===== config.mk =====
export PLATFORM = sky130hd
export DESIGN_NAME = rd_seq_arbiter
export DESIGN_NICKNAME = d
export VERILOG_FILES = /design/src/rtl/rd_seq_pkg.sv /design/src/rtl/rd_seq_arbiter_rr_pick.sv /design/src/rtl/rd_seq_arbiter.sv
export SDC_FILE = /design/constraint.sdc
export NUM_CORES = 1
export LEC_CHECK = 0
export BUFFER_PORTS_ARGS = -buffer_cell sky130_fd_sc_hd__clkbuf_2
export CAP_MARGIN = 5
export CORE_MARGIN = 10
export CORE_UTILIZATION = 25
export CTS_CLUSTER_SIZE = 25
export DETAILED_ROUTE_END_ITERATION = 10
export GPL_ROUTABILITY_DRIVEN = 0
export GPL_TIMING_DRIVEN = 0
export PLACE_DENSITY_LB_ADDON = 0.08
export SYNTH_ARGS = -nofsm -noshare
export SYNTH_HDL_FRONTEND = slang
export SYNTH_SLANG_ARGS = --single-unit

===== constraint.sdc =====
create_clock -name clk -period 3.7 [get_ports clk]
set_input_delay 0.74 -clock clk [delete_from_list [all_inputs] [get_ports clk]]
set_output_delay 0.74 -clock clk [all_outputs]
set_load 0.005 [all_outputs]

===== src/rtl/rd_seq_pkg.sv =====
// Shared constants for the rd_seq_arbiter read-bus sequencer: one-hot state
// indices, the state width and the reset state.
package rd_seq_pkg;

    localparam int STATE_W = 4;

    localparam int IDLE = 0;
    localparam int READ = 1;
    localparam int DLY  = 2;
    localparam int DONE = 3;

    typedef logic [STATE_W-1:0] state_t;

    localparam state_t ST_RESET = 4'b0001;

    function automatic state_t st_onehot(input int idx);
        return state_t'(1) << idx;
    endfunction

endpackage


===== src/rtl/rd_seq_arbiter_rr_pick.sv =====
// Combinational round-robin picker: the first set request at or after ptr,
// wrapping around, returned both one-hot and as a binary index.
module rr_pick #(
    parameter int NREQ = 4,
    parameter int IW   = 2
) (
    input  logic [NREQ-1:0] req,
    input  logic [IW-1:0]   ptr,
    output logic [NREQ-1:0] gnt,
    output logic [IW-1:0]   gnt_idx,
    output logic            any
);

    logic [IW-1:0] cand;
    logic          found;

    // NOTE: combinational logic uses blocking assignments, and every output
    // gets a default first so no latch is inferred.
    always_comb begin
        gnt     = '0;
        gnt_idx = '0;
        cand    = '0;
        found   = 1'b0;
        for (int off = 0; off < NREQ; off++) begin
            cand = IW'((int'(ptr) + off) % NREQ);
            if (!found && req[cand]) begin
                found     = 1'b1;
                gnt[cand] = 1'b1;
                gnt_idx   = cand;
            end
        end
    end

    assign any = |req;

endmodule


===== src/rtl/rd_seq_arbiter.sv =====
// Round-robin arbiter plus one-hot read sequencer driving a wait-stated bus.
// Optional build macro RD_SEQ_TIMEOUT_EN aborts an access after MAX_WS retries.
module rd_seq_arbiter
    import rd_seq_pkg::*;
#(
    parameter int NREQ   = 4,
    parameter int AW     = 8,
    parameter int DW     = 8,
    parameter int MAX_WS = 15
) (
    input  logic               clk,
    input  logic               rst,
    input  logic [NREQ-1:0]    req,
    input  logic [NREQ*AW-1:0] req_addr,
    output logic [NREQ-1:0]    done,
    output logic               err,
    output logic [DW-1:0]      rdata,
    output logic               bus_rd,
    output logic [AW-1:0]      bus_addr,
    input  logic               bus_ws,
    input  logic [DW-1:0]      bus_rdata,
    output logic [STATE_W-1:0] state,
    output logic               busy
);

    localparam int IW = $clog2(NREQ);

    if (NREQ < 2 || NREQ > 8 || MAX_WS < 1) begin : g_bad_param
        $error("rd_seq_arbiter: NREQ must be 2..8 and MAX_WS at least 1");
    end

    state_t          state_q;
    logic [IW-1:0]   ptr_q;
    logic [IW-1:0]   idx_q;
    logic [NREQ-1:0] gnt_q;
    logic [AW-1:0]   addr_q;
    logic [NREQ-1:0] done_q;
    logic            err_q;
    logic [DW-1:0]   rdata_q;
    logic            bus_rd_q;
    logic [AW-1:0]   bus_addr_q;

`ifdef RD_SEQ_TIMEOUT_EN
    localparam int CW = $clog2(MAX_WS + 1);
    logic [CW-1:0] retry_q;
`endif

    logic [NREQ-1:0] pick_gnt;
    logic [IW-1:0]   pick_idx;
    logic            pick_any;
    logic [AW-1:0]   pick_addr;

    rr_pick #(
        .NREQ (NREQ),
        .IW   (IW)
    ) u_rr_pick (
        .req     (req),
        .ptr     (ptr_q),
        .gnt     (pick_gnt),
        .gnt_idx (pick_idx),
        .any     (pick_any)
    );

    assign pick_addr = req_addr[pick_idx*AW +: AW];

    // NOTE: all state is updated with non-blocking assignments so every
    // register samples the values from before this clock edge.
    always_ff @(posedge clk) begin
        if (rst) begin
            state_q    <= ST_RESET;
            ptr_q      <= '0;
            idx_q      <= '0;
            gnt_q      <= '0;
            addr_q     <= '0;
            done_q     <= '0;
            err_q      <= 1'b0;
            rdata_q    <= '0;
            bus_rd_q   <= 1'b0;
            bus_addr_q <= '0;
`ifdef RD_SEQ_TIMEOUT_EN
            retry_q    <= '0;
`endif
        end else begin
            // Strobe, address and completion flags are single-cycle pulses.
            done_q     <= '0;
            err_q      <= 1'b0;
            bus_rd_q   <= 1'b0;
            bus_addr_q <= '0;
            case (1'b1)
                state_q[IDLE]: begin
                    if (pick_any) begin
                        idx_q      <= pick_idx;
                        gnt_q      <= pick_gnt;
                        addr_q     <= pick_addr;
                        bus_rd_q   <= 1'b1;
                        bus_addr_q <= pick_addr;
`ifdef RD_SEQ_TIMEOUT_EN
                        retry_q    <= '0;
`endif
                        state_q    <= st_onehot(READ);
                    end
                end
                state_q[READ]: begin
                    state_q <= st_onehot(DLY);
                end
                state_q[DLY]: begin
                    if (!bus_ws) begin
                        rdata_q <= bus_rdata;
                        done_q  <= gnt_q;
                        state_q <= st_onehot(DONE);
                    end
`ifdef RD_SEQ_TIMEOUT_EN
                    else if (retry_q == CW'(MAX_WS)) begin
                        done_q  <= gnt_q;
                        err_q   <= 1'b1;
                        state_q <= st_onehot(DONE);
                    end
`endif
                    else begin
`ifdef RD_SEQ_TIMEOUT_EN
                        retry_q    <= retry_q + CW'(1);
`endif
                        bus_rd_q   <= 1'b1;
                        bus_addr_q <= addr_q;
                        state_q    <= st_onehot(READ);
                    end
                end
                state_q[DONE]: begin
                    ptr_q   <= (idx_q == IW'(NREQ - 1)) ? '0 : idx_q + IW'(1);
                    state_q <= st_onehot(IDLE);
                end
                default: begin
                    state_q <= '0;
                end
            endcase
        end
    end

    assign done     = done_q;
    assign err      = err_q;
    assign rdata    = rdata_q;
    assign bus_rd   = bus_rd_q;
    assign bus_addr = bus_addr_q;
    assign state    = state_q;
    assign busy     = !state_q[IDLE];

endmodule


==> reports/qor.yml <==
syn_avg_cell_area_um2: 9.78
cts_setup_buffers: 0
pin_count: 74
rows: 37
nets: 401
r2r-start: "ptr_q[0]"
critPathKind: "reg -> reg"
crit_fanout: 10
htree_levels: 2
rr_endpoint: "bus_addr[5]"
tns_ps: 0
layout-drive-gt1-share_pct: 37.3
clock.fmax_mhz: 333
diodes: 0
crit_top_cell: "buf_6"
hold_violations: 0
p_sw_share_pct: 26.3
max-slew-margin-rel_pct: 32.3
die_w_um: 122
use_met1_pct: 12.0
via_per_inst: 4.64
async_flop_share_pct: 0
leakagePower_nw: 1.42
synth_edf_count: 0
dr.pass1.iters: 4
synthTopCellsByCount: "dfxtp_1, mux2i_1, nand2_1"
crit_buf_inv: 3
report.final.slew_viol_count: 0
critPathLaunch: "ptr_q[0]"
grt_use_met3_pct: 3.42
status: "finished, final reports clean"
skew_ps: 13.3
clk_pin_slew_ps: 90
port_buffers: 72
grt-busiest-layer: "met2"
slowest_delay_ps: 630
finalCriticalPeriod_ps: 3000
wire_per_inst_um: 14.8
ys.flop_type: "dfxtp_1"
r2r_slack_ps: 700
die_height_um: 122
drt_wl_total_mm: 7.15
crit_path_end_kind: "register"
rsz0062_at_grt: "no"
critPathTopFamily: "multiplexers"
postCtsResizedCells: 0
dp.final_hpwl_mm: 5.65
grt_pass1_wl_mm: 11.8
clock_path_buffers: 2
numCtsBuffers: 5
core_area_um2: 10200
grt_max_degree: 14
setup_violations: 0
antenna_found_initial: 0
grt_util_met2_pct: 16.0
synth-seq-cells: 41
clock_tree.root_cell: "clkbuf_8"
ys_seq_area_share_pct: 31.5
power_frac_comb_pct: 18.2
holdPathStages: 1
min_path_type: "reg -> reg"
slowest_stage: "mux4_2"
worstRegToRegCells: 9
yosysWarnings: 0
cts_tree: "built"
endpoint: "bus_addr[5]"
worstPathArrival_ps: 3240
die_area_um2: 14900
p_sw_w: 0.000250
cp_cell_sequence: "buf_6, inv_4, ha_1, mux4_2, o21bai_4, buf_6, mux2_4, o22ai_2, a21o_1"
yosysTopAreaCell: "dfxtp_1"
drtIter0Drc: 95
hold-worst-slack_ps: 457
power_frac_clock_pct: 32.1
cap_viol_max_count: 0
synth_area_leaders: "dfxtp_1, mux2i_1, mux2_4, a21o_1, ha_1"
drc: 0
ctsHoldBuffers: 0
cts.sinks: 41
path_depth: 9
cp-start-kind: "register"
syn-cell-area_um2: 2600
p_seq_share_pct: 49.7
syn_to_final_growth_pct: 24.1
start_util_pct: 25.4
grt-ovfl-total: 0
total_power_w: 0.000950
grt_pass1_vias: 2305
synth_cells: 266
fillers: 1081
tightestPinTransition_ps: 1010
grt_use_total_pct: 9.78
insertion_delay_ps: 290
ys_types: 48
vias: 2235
synth_nets: 322
yosysMostFrequentCell: "dfxtp_1"
yosys.area.top_type_share_pct: 31.5
finalCritPeriodShare_pct: 81.1
p_per_area_nw_per_um2: 294
vdd_drop_max_mv: 0.180
ant_nets: 0
intPower_w: 0.000701
cp.required_ps: 3940
per-stage QoR:
stage	instances	cell area, um^2	setup slack (ps)	utilization (%)
6_report	482	3230	698	31.6
5_1_grt	482	3230	517	31.6
4_1_cts	482	3230	659	31.6
3_5_place_dp	474	3130	663	30.6
3_3_place_gp	474	3130	634	30.6
2_1_floorplan	266	2600	1070	-
per-layer routing:
metal / up-vias / wire (um)
li1: 1143 / -
met1: 1043 / 3240
met2: 45 / 3440
met3: 4 / 414
met4: 0 / 59
met5: - / 0
how the worst min path moves through the flow:
stage	from	slack [ps]	endpoint
after floorplan	addr_q[0]	430	addr_q[0]
after global placement	addr_q[6]	430	addr_q[6]
after detailed placement	addr_q[6]	440	addr_q[6]
after CTS	rdata[4]	460	rdata[4]
after global routing	addr_q[5]	480	addr_q[5]
final	addr_q[6]	460	addr_q[6]
sequential cells by signal, indices dropped and copies added, names as in the netlist:
signal and flops:
addr_q 8, bus_addr 8, rdata 8, done 4
gnt_q 4, state 4, idx_q 2, ptr_q 2
bus_rd 1
power groups by stage:
| stage | Sequential [W] | Clock (W) | Combinational [W] |
|---|---|---|---|
| finish | 0.000473 | 0.000305 | 0.000173 |
| global route | 0.000475 | 0.000342 | 0.000193 |
| CTS | 0.000473 | 0.000318 | 0.000177 |
| detailed placement | 0.000483 | 0 | 0.000176 |
| global placement | 0.000483 | 0 | 0.000176 |
| floorplan | 0.000482 | 0 | 0.000110 |
placed cells by master, fill, tap and decap left out, drive strengths merged, types with 9 or more instances in the layout:
cell type	Yosys	final
nor2	19	19
nand2	20	20
a21oi	19	19
ha	9	9
o22ai	10	10
mux2i	35	35
clkbuf	6	84
a21o	16	16
buf	13	13
dfxtp	41	41
mux2	17	17
cells by family after synthesis:
logic type | after synthesis | synth area share [%]
simple gates | 62 | 12.3
mux | 55 | 24.9
compound gates | 72 | 21.6
buf+inv | 26 | 5.19
other cells | 1 | 0.144
flops | 41 | 31.5
fa+ha+maj | 9 | 4.33
worst register-to-register path, stage by stage (launching register included):
cell      delay, ps
dfxtp_1         540
buf_6           210
inv_4            80
ha_1            320
mux4_2          630
o21bai_4        310
buf_6           230
mux2_4          320
o22ai_2         200
a21o_1          120
layout make-up:
class / instances / area, um^2 / share of cell area (%)
tap: 136 / 170 / 5.27
buffer: 19 / 106 / 3.29
clock buffer: 6 / 82.6 / 2.56
clock inverter: 2 / 13.8 / 0.426
inverter: 7 / 28.8 / 0.891
multi-input combinational: 199 / 1650 / 51.0
timing repair buffer: 72 / 360 / 11.2
sequential: 41 / 821 / 25.4
Note: power is estimated with default switching activity, not from simulation.
